==> src/rtl/branch_scanner_pkg.sv <==
// ---------------------------------------------------------------------------
// branch_scanner_pkg
//   Shared definitions for the bracket-matching scanner: scan FSM states,
//   scan direction encodings, the instruction op_code enum and the
//   ENABLE/DISABLE levels. It also provides helpers that pick the opening
//   and closing bracket for a given scan direction.
// ---------------------------------------------------------------------------
package branch_scanner_pkg;

   typedef enum logic [1:0] {
      SCAN_IDLE,
      SCAN_FETCH,
      SCAN_DONE,
      SCAN_ERROR
   } scan_state_e;

   localparam logic SCAN_FWD  = 1'b0;
   localparam logic SCAN_BACK = 1'b1;

   localparam logic ENABLE  = 1'b1;
   localparam logic DISABLE = 1'b0;

   typedef enum logic [3:0] {
      NOP   = 4'h0,
      ADD   = 4'h1,
      SUB   = 4'h2,
      LEFT  = 4'h3,
      RIGHT = 4'h4,
      PUT   = 4'h5,
      GET   = 4'h6,
      CBF   = 4'h7,
      CBB   = 4'h8
   } op_code;

   // Bracket that deepens nesting when met in the given scan direction.
   function automatic op_code open_op(input logic dir);
      return (dir == SCAN_FWD) ? CBF : CBB;
   endfunction

   // Bracket that closes one nesting level in the given scan direction.
   function automatic op_code close_op(input logic dir);
      return (dir == SCAN_FWD) ? CBB : CBF;
   endfunction

endpackage

==> src/rtl/branch_scanner_nest_counter.sv <==
// ---------------------------------------------------------------------------
// nest_counter
//   Nesting-depth up/down counter for the bracket scanner.
//   Ports:
//     clock, reset  rising-edge clock, asynchronous active-high reset
//     load          force count to 1 (the bracket that launched the scan)
//     inc, dec      one-step up/down request (mutually exclusive in use)
//     count         current depth
//     zero_next     this cycle's dec takes the depth to zero
//     overflow      this cycle's inc would pass the maximum depth
// ---------------------------------------------------------------------------
module nest_counter
   import branch_scanner_pkg::*;
#(
   parameter int unsigned DEPTH_W = 8
) (
   input  logic               clock,
   input  logic               reset,
   input  logic               load,
   input  logic               inc,
   input  logic               dec,
   output logic [DEPTH_W-1:0] count,
   output logic               zero_next,
   output logic               overflow
);

   localparam logic [DEPTH_W-1:0] ONE = DEPTH_W'(1);

   assign overflow  = inc & ~dec & (count == '1);
   assign zero_next = dec & ~inc & (count == ONE);

   // An overflowing increment leaves the count untouched; the scanner
   // aborts on the same edge, so the held value is never used.
   always_ff @(posedge clock or posedge reset) begin
      if (reset) begin
         count <= '0;
      end else if (load) begin
         count <= ONE;
      end else if (inc && !dec && !overflow) begin
         count <= count + ONE;
      end else if (dec && !inc) begin
         count <= count - ONE;
      end
   end

endmodule

==> src/rtl/branch_scanner.sv <==
// ---------------------------------------------------------------------------
// branch_scanner
//   Bracket-matching engine for CBF/CBB. It walks instruction memory forward
//   (CBF) or backward (CBB) from the branching bracket and tracks the nesting
//   depth. When the matching bracket is found it returns the resume PC.
//   Ports:
//     clock, reset  rising-edge clock, asynchronous active-high reset
//     start         one-cycle scan request, accepted in IDLE only
//     direction     SCAN_FWD / SCAN_BACK, sampled with start
//     start_pc      address of the branching bracket, sampled with start
//     imem_req      fetch request, held with imem_addr until imem_valid
//     imem_addr     address being fetched
//     imem_valid    imem_data valid (may coincide with the request)
//     imem_data     instruction at imem_addr
//     busy          scan in progress, through the DONE/ERROR cycle
//     done          one-cycle pulse, target_pc valid
//     target_pc     matching bracket address + 1
//     error         sticky: unmatched bracket or depth overflow
// ---------------------------------------------------------------------------
module branch_scanner
   import branch_scanner_pkg::*;
#(
   parameter int unsigned ADDR_W  = 16,
   parameter int unsigned DEPTH_W = 8
) (
   input  logic              clock,
   input  logic              reset,
   input  logic              start,
   input  logic              direction,
   input  logic [ADDR_W-1:0] start_pc,
   output logic              imem_req,
   output logic [ADDR_W-1:0] imem_addr,
   input  logic              imem_valid,
   input  op_code            imem_data,
   output logic              busy,
   output logic              done,
   output logic [ADDR_W-1:0] target_pc,
   output logic              error
);

   localparam logic [ADDR_W-1:0] ADDR_ONE = ADDR_W'(1);

   scan_state_e        state;
   logic               dir_q;
   logic [DEPTH_W-1:0] depth;
   logic               cnt_load;
   logic               cnt_inc;
   logic               cnt_dec;
   logic               cnt_zero_next;
   logic               cnt_overflow;
   logic               fetch_hit;
   logic               start_blocked;
   logic               at_edge;
   logic [ADDR_W-1:0]  addr_step;

   // A fetch is consumed only while the request is actually up.
   assign fetch_hit = (state == SCAN_FETCH) & imem_req & imem_valid;
   assign cnt_load  = (state == SCAN_IDLE) & start;
   assign cnt_inc   = fetch_hit & (imem_data == open_op(dir_q));
   assign cnt_dec   = fetch_hit & (imem_data == close_op(dir_q));

   // The first step away from the bracket would already wrap.
   assign start_blocked = (direction == SCAN_FWD) ? (start_pc == '1) : (start_pc == '0);
   // The current fetch sits on the last address reachable in this direction.
   assign at_edge       = (dir_q == SCAN_FWD) ? (imem_addr == '1) : (imem_addr == '0);
   assign addr_step     = (dir_q == SCAN_FWD) ? (imem_addr + ADDR_ONE) : (imem_addr - ADDR_ONE);

   nest_counter #(
      .DEPTH_W (DEPTH_W)
   ) u_depth (
      .clock     (clock),
      .reset     (reset),
      .load      (cnt_load),
      .inc       (cnt_inc),
      .dec       (cnt_dec),
      .count     (depth),
      .zero_next (cnt_zero_next),
      .overflow  (cnt_overflow)
   );

   always_ff @(posedge clock or posedge reset) begin
      if (reset) begin
         state     <= SCAN_IDLE;
         dir_q     <= SCAN_FWD;
         imem_req  <= DISABLE;
         imem_addr <= '0;
         busy      <= DISABLE;
         done      <= DISABLE;
         target_pc <= '0;
         error     <= DISABLE;
      end else begin
         done <= DISABLE;
         unique case (state)
            SCAN_IDLE: begin
               if (start) begin
                  dir_q <= direction;
                  busy  <= ENABLE;
                  if (start_blocked) begin
                     error <= ENABLE;
                     state <= SCAN_ERROR;
                  end else begin
                     error     <= DISABLE;
                     imem_req  <= ENABLE;
                     imem_addr <= (direction == SCAN_FWD) ? (start_pc + ADDR_ONE)
                                                          : (start_pc - ADDR_ONE);
                     state     <= SCAN_FETCH;
                  end
               end
            end

            SCAN_FETCH: begin
               // Overflow wins over a match; a match at the address edge is
               // legal, and only an unmatched edge fetch is an error.
               if (fetch_hit) begin
                  if (cnt_overflow) begin
                     imem_req <= DISABLE;
                     error    <= ENABLE;
                     state    <= SCAN_ERROR;
                  end else if (cnt_zero_next) begin
                     imem_req  <= DISABLE;
                     target_pc <= imem_addr + ADDR_ONE;
                     done      <= ENABLE;
                     state     <= SCAN_DONE;
                  end else if (at_edge) begin
                     imem_req <= DISABLE;
                     error    <= ENABLE;
                     state    <= SCAN_ERROR;
                  end else begin
                     imem_addr <= addr_step;
                  end
               end
            end

            SCAN_DONE: begin
               busy  <= DISABLE;
               state <= SCAN_IDLE;
            end

            SCAN_ERROR: begin
               busy  <= DISABLE;
               state <= SCAN_IDLE;
            end

            default: begin
               imem_req <= DISABLE;
               busy     <= DISABLE;
               state    <= SCAN_IDLE;
            end
         endcase
      end
   end

endmodule
==> config.mk <==
export PLATFORM = sky130hd
export DESIGN_NAME = branch_scanner
export DESIGN_NICKNAME = d
export VERILOG_FILES = /design/src/rtl/branch_scanner_pkg.sv /design/src/rtl/branch_scanner_nest_counter.sv /design/src/rtl/branch_scanner.sv
export SDC_FILE = /design/constraint.sdc
export NUM_CORES = 1
export LEC_CHECK = 0
export ABC_AREA = 0
export BUFFER_PORTS_ARGS = -buffer_cell sky130_fd_sc_hd__buf_2
export CORE_ASPECT_RATIO = 0.8
export CORE_MARGIN = 2
export CORE_UTILIZATION = 53
export DETAILED_ROUTE_END_ITERATION = 10
export PLACE_DENSITY = 0.77
export SLEW_MARGIN = 10
export SYNTH_ARGS = -nofsm -noshare
export SYNTH_HDL_FRONTEND = slang
export SYNTH_HIERARCHICAL = 1
export SYNTH_SLANG_ARGS = --single-unit
==> constraint.sdc <==
create_clock -name clock -period 2.4 [get_ports clock]
set_input_delay 0.24 -clock clock [delete_from_list [all_inputs] [get_ports clock]]
set_output_delay 0.24 -clock clock [all_outputs]
set_load 0.02 [all_outputs]
Word-level counts from Yosys, hierarchy flattened
Cells that the tools add are included.
Word-level totals
  register bits after elaboration: 47
  input port bits: 25
Cells by class
  muxes and demuxes: 43
  reduce and logical (&&, ||, !) cells: 20
  $add $sub $neg: 6
  bitwise logic cells: 12
  equality and inequality tests: 18
Operators by type and width (number)
  $mux W16: 8
  $add A16 B1 Y16 const B: 2
  $eq A16 B16 Y1 const B: 2
  $logic_not A16 Y1: 2
  $pmux W16 S2: 1
  $sub A16 B1 Y16 const B: 2
  $mux W8: 3
  $mux W1: 19
  $mux W2: 6
  $ne A2 B2 Y1 const B: 6
  $reduce_and A5 Y1: 2
  $and A1 B1 Y1: 9
  $add A8 B1 Y8 const B: 1
  $eq A4 B4 Y1: 2
  $eq A8 B1 Y1 const B: 1
  $eq A8 B8 Y1 const B: 1
  $mux W4: 2
  $sub A8 B1 Y8 const B: 1
  $reduce_and A7 Y1: 1
  $ne A3 B2 Y1 const B: 2
  $pmux W1 S2: 3
  $pmux W2 S3: 1
  $eq A2 B2 Y1 const B: 2
  $ne A4 B3 Y1 const B: 1
  other kinds (11): 19

Depth between registers and ports, before layout
  depth after elaboration: 11
  gate-level depth with buffers: 15

Modules after synthesis
The synthesis kept the hierarchy.
By module, submodules not included
  branch_scanner: times used 1, area an instance 3418.3 um^2, cells an instance 426, seq. area each 975.9 um^2
  nest_counter: times used 1, area an instance 661.9 um^2, cells an instance 80, seq. area each 200.2 um^2

Worst setup path after synthesis
No wires, ideal clock.
  path kind: flip-flop to flip-flop
  start point: register state[0]
  end point: register imem_addr[13]
  stages on the path, launching flop included: 14
  clock period less this slack: 2.595 ns
  buffers on the path: 2
  arrival time: 2.474 ns
  path slack: -0.195 ns
  cells stage by stage: dfrtp_1 -> buf_2 -> nand2b_1 -> a21oi_1 -> nand2_1 -> nor2_1 -> nand2b_1 -> nor2_1 -> inv_1 -> o41ai_2 -> a2111oi_2 -> o21a_2 -> buf_6 -> a32o_1
On the way
  elaborated cells between the ends (all ways): 21
  classes of those cells: eq/ne (7); mux (1); bitwise (10); reduce/logical (3)
RTL lines
  start: declaration: line branch_scanner.sv:43  | scan_state_e state;
  start signal: assignment: line branch_scanner.sv:83  | state <= SCAN_IDLE;
  start signal: assignment: line branch_scanner.sv:100  | state <= SCAN_ERROR;
  start signal: assignment: line branch_scanner.sv:106  | state <= SCAN_FETCH;
  $eq A2 B1 Y1: line branch_scanner.sv:57  | assign fetch_hit = (state == SCAN_FETCH) & imem_req & imem_valid;
  $and A1 B1 Y1 (2 in a row): line branch_scanner.sv:57
  $and A1 B1 Y1: line branch_scanner.sv:59  | assign cnt_inc = fetch_hit & (imem_data == open_op(dir_q));
  net cnt_inc: line branch_scanner.sv:47  | logic cnt_inc;
  $and A1 B1 Y1 (2 in a row): line branch_scanner_nest_counter.sv:29  | assign overflow = inc & ~dec & (count == '1);
  net cnt_overflow: line branch_scanner.sv:50  | logic cnt_overflow;
  $ne A2 B2 Y1 (no source line)
  $reduce_and A7 Y1 (no source line)
  end signal: assignment: line branch_scanner.sv:104  | imem_addr <= (direction == SCAN_FWD) ? (start_pc + ADDR_ONE)
  end signal: assignment: line branch_scanner.sv:129  | imem_addr <= addr_step;
  end: declaration: line branch_scanner.sv:32  | output logic [ADDR_W-1:0] imem_addr,
The timed path passes the listed nets, and every way through them passes these cells.
A chain may end at the register's enable or synchronous reset.

Final worst setup path
  start point: register state[0]
  end point: register target_pc[0]
On the way
  elaborated cells between the ends (all ways): 13
  classes of those cells: eq/ne (1); bitwise (11); reduce/logical (1)
RTL lines
  $eq A2 B1 Y1: line branch_scanner.sv:57
  $and A1 B1 Y1 (2 in a row): line branch_scanner.sv:57
  $and A1 B1 Y1: line branch_scanner.sv:60  | assign cnt_dec = fetch_hit & (imem_data == close_op(dir_q));
  net cnt_dec: line branch_scanner.sv:48  | logic cnt_dec;
  $and A1 B1 Y1 (2 in a row): line branch_scanner_nest_counter.sv:30  | assign zero_next = dec & ~inc & (count == ONE);
  net cnt_zero_next: line branch_scanner.sv:49  | logic cnt_zero_next;
  $reduce_and A4 Y1 (no source line)
  end signal: assignment: line branch_scanner.sv:121  | target_pc <= imem_addr + ADDR_ONE;
  end: declaration: line branch_scanner.sv:37  | output logic [ADDR_W-1:0] target_pc,
The timed path passes the listed nets, and every way through them passes these cells.

==> qor.yml <==
grt_overflow: 0
synth_top_family_by_area: "compound AO/OA/AOI/OAI gates"
worst_pin_slew_ps: 560
crit_arrival_ps: 2620
crit_path_end_kind: "register"
netlist_area_um2: 4080
antenna_found_initial: 0
rows: 28
reg2reg_from: "state[0]$_DFFE_PP0P_"
dieWidth_um: 102
cts_max_level: 2
synthMuxAreaShare: 0.0156
synthSimpleGateAreaFrac: 0.256
synth_top_area_frac: 0.288
postRouteAntennaNets: 0
synth-async-reset-ratio: 1.00
max-cap-violations: 0
fin_setup_tns_ps: -120
worstHoldStart: "start_pc[0]"
dp_cells: 673
holdWs_ps: 282
hold_violations: 0
layoutNonFillerInstCount: 693
path_class: "reg2reg"
synthTopCellsByArea: "dfrtp_1, ha_1, a21oi_1"
path_cells: "nand2b_4, a21oi_4, nand2_4, nor2_4, nor2b_2, and4_4, inv_1, nor3_4, buf_12, mux2_2"
track_usage: 0.275
grt_first_pass_wirelength_um: 18300
dr.pass1.iters: 5
via_per_inst: 6.43
crit_slowest_cell: "dfrtp_1"
io_buffers: 60
crit_buf_inv: 2
required_ps: 2590
syn_to_final_growth_pct: 24.8
synth_top_area_cell: "dfrtp_1"
path_max_fanout: 4
cts.path.max_buffers: 2
drc_errors: 0
fin_crit_ps: 2430
grt_pass1_vias: 3853
cts-buffers-inserted: 5
antennaDiodeCount: 0
finalCritPeriodShare: 1.01
ir_drop_mv: 0.806
dp_worst_setup_slack_ps: -29.6
drt-initial-drc-count: 401
violations: "setup timing"
cts.root.buffer_cell: "clkbuf_8"
seq_area_frac_synth: 0.288
cp.depth: 10
ys.flop_type: "dfrtp_1"
die_h_um: 82.5
synthDistinctLibCells: 78
boundaryPins: 61
synth_edf_count: 0
synth-xor-area-share: 0.0558
clk_latency_ps: 300
vias: 4453
routedWlPerCell_um: 17.8
clkTransAtPathRegs_ps: 90
setup_violations: 8
cp_top_family: "simple AND/OR/NAND/NOR gates"
r2r-end: "target_pc[0]$_DFFE_PP0P_"
synth_cells: 506
rr_worst_depth: 10
power.leakage_uw: 0.00223
avgSynthCellArea_um2: 8.06
place_hpwl_um: 8640
initial_core_util: 0.549
yosys.area_share.adder: 0.0632
yosys_warnings: 6
worst_slack_ps: -26.9
nets: 632
dieArea_um2: 8420
pwr_density_cell_nw_per_um2: 1110
slowest_delay_ps: 410
start_kind: "register"
synth_seq_cells: 47
status: "finished, violations left"
slew_violations: 0
final.setup_skew_ps: 3.81
cts_num_sinks: 47
min_path_type: "in2reg"
synth-compound-area-share: 0.259
max_freq_mhz: 412
tritoncts: "done"
syn_nets: 551
hold_path_depth: 2
slew_headroom: 0.617
routabilityCongestion: 0.907
core_um2: 7430
grt_setup_unrepaired: "true"
min_to: "imem_addr[0]$_DFFE_PP0P_"
drive_gt1_frac: 0.284
wl_um: 12300
regToRegSetupSlack_ps: -30
grt_max_degree: 40
-- cell usage in the layout (no fill, tap or decap), types with 3 or more instances in the layout --
| cell | synthesis | routed |
|---|---|---|
| nor2_4 | 0 | 3 |
| o21a_1 | 5 | 5 |
| mux2i_1 | 3 | 3 |
| ha_1 | 19 | 19 |
| a21o_1 | 12 | 12 |
| o22ai_1 | 4 | 4 |
| nand2_1 | 31 | 30 |
| nand4b_1 | 3 | 3 |
| clkbuf_8 | 0 | 6 |
| nor2_2 | 1 | 3 |
| a21oi_2 | 1 | 5 |
| a211oi_1 | 5 | 5 |
| buf_4 | 2 | 38 |
| nor3_1 | 16 | 16 |
| dfrtp_1 | 47 | 46 |
| o21ai_1 | 4 | 7 |
| a21oi_1 | 45 | 40 |
| or2_2 | 5 | 5 |
| o211ai_1 | 6 | 6 |
| o2bb2ai_1 | 3 | 3 |
| nand3_1 | 20 | 19 |
| a31oi_1 | 13 | 13 |
| and3_1 | 5 | 5 |
| nor4_1 | 9 | 8 |
| o21ai_0 | 23 | 17 |
| xor2_1 | 8 | 8 |
| clkbuf_16 | 0 | 3 |
| nand4_1 | 16 | 16 |
| and4_1 | 4 | 3 |
| inv_1 | 19 | 18 |
| a22oi_1 | 6 | 5 |
| mux2_2 | 3 | 3 |
| and2_1 | 3 | 3 |
| buf_12 | 0 | 4 |
| o32ai_1 | 3 | 3 |
| or4_1 | 4 | 3 |
| nor2_1 | 56 | 51 |
| buf_2 | 12 | 60 |
| xnor2_1 | 18 | 18 |
| o21ai_2 | 0 | 3 |
-- layout make-up --
| class | count | area (µm²) |
|---|---|---|
| Inverter | 19 | 71.3 |
| Clock buffer | 6 | 82.6 |
| Multi-Input combinational cell | 406 | 2820 |
| Tap cell | 105 | 131 |
| Fill cell | 620 | 2330 |
| Timing Repair Buffer | 108 | 773 |
| Clock inverter | 2 | 35.0 |
| Sequential cell | 47 | 1180 |
-- how the worst max path moves through the flow --
stage | start | to | slack [ps]
after global placement | state[0]$_DFFE_PP0P_ | imem_addr[5]$_DFFE_PP0P_ | 80
final | state[0]$_DFFE_PP0P_ | target_pc[0]$_DFFE_PP0P_ | -30
after CTS | state[0]$_DFFE_PP0P_ | u_depth/count[5]$_DFFE_PP0P_ | 2
after floorplan | dir_q$_DFFE_PP0P_ | imem_addr[3]$_DFFE_PP0P_ | -40
after detailed placement | state[0]$_DFFE_PP0P_ | imem_addr[5]$_DFFE_PP0P_ | -30
after global routing | state[0]$_DFFE_PP0P_ | imem_addr[14]$_DFFE_PP0P_ | -140
-- state kept, by name, summed over array words and instances, names as in the netlist --
signal	count
done	1
busy	1
dir_q	1
u_depth/count	8
target_pc	16
imem_addr	16
imem_req	1
state	2
error	1
-- power breakdown --
group	total, µW	internal, µW	switching [µW]
combinational	3510	1470	2050
clock	605	337	268
sequential	1520	1090	430
-- routing by layer --
layer	global-route usage	vias to the layer above	share of wire
met1	0.377	2111	0.42
met2	0.451	242	0.47
met3	0.0497	30	0.086
met4	0.0720	0	0.020
met5	0	-	0
li1	-	2070	-
-- cells in the mapped netlist, types with 8 or more instances --
| cell | number |
|---|---|
| a21o_1 | 12 |
| a21oi_1 | 45 |
| a31oi_1 | 13 |
| buf_2 | 12 |
| clkbuf_1 | 14 |
| dfrtp_1 | 47 |
| ha_1 | 19 |
| inv_1 | 19 |
| nand2_1 | 31 |
| nand3_1 | 20 |
| nand4_1 | 16 |
| nor2_1 | 56 |
| nor3_1 | 16 |
| nor4_1 | 9 |
| o21ai_0 | 23 |
| xnor2_1 | 18 |
| xor2_1 | 8 |
-- metrics by stage --
| stage | utilization | power [µW] | area [µm²] |
|---|---|---|---|
| 3_3_place_gp | 0.632 | 4500 | 4690 |
| 2_1_floorplan | - | 3630 | 4170 |
| 6_report | 0.686 | 5640 | 5090 |
| 4_1_cts | 0.649 | 5200 | 4820 |
| 3_5_place_dp | 0.632 | 4580 | 4690 |
| 5_1_grt | 0.686 | 6020 | 5090 |
-- logic make-up (layout without fill, tap and decap cells) --
| kind of cell | Yosys count | in the layout |
|---|---|---|
| buf+inv | 53 | 135 |
| simple gates | 196 | 196 |
| fa+ha+maj | 20 | 20 |
| compound gates | 158 | 158 |
| xor+xnor | 26 | 26 |
| flops | 47 | 47 |
| mux | 6 | 6 |
-- timing repair --
item,CTS,global route
gates cloned,0,3
setup endpoints to repair,9,32
resized for setup,0,29
hold endpoints to repair,8,0
hold buffers,1,0
pin swaps,2,13
buffers inserted,0,8
Power figures use the tool's default switching activity.
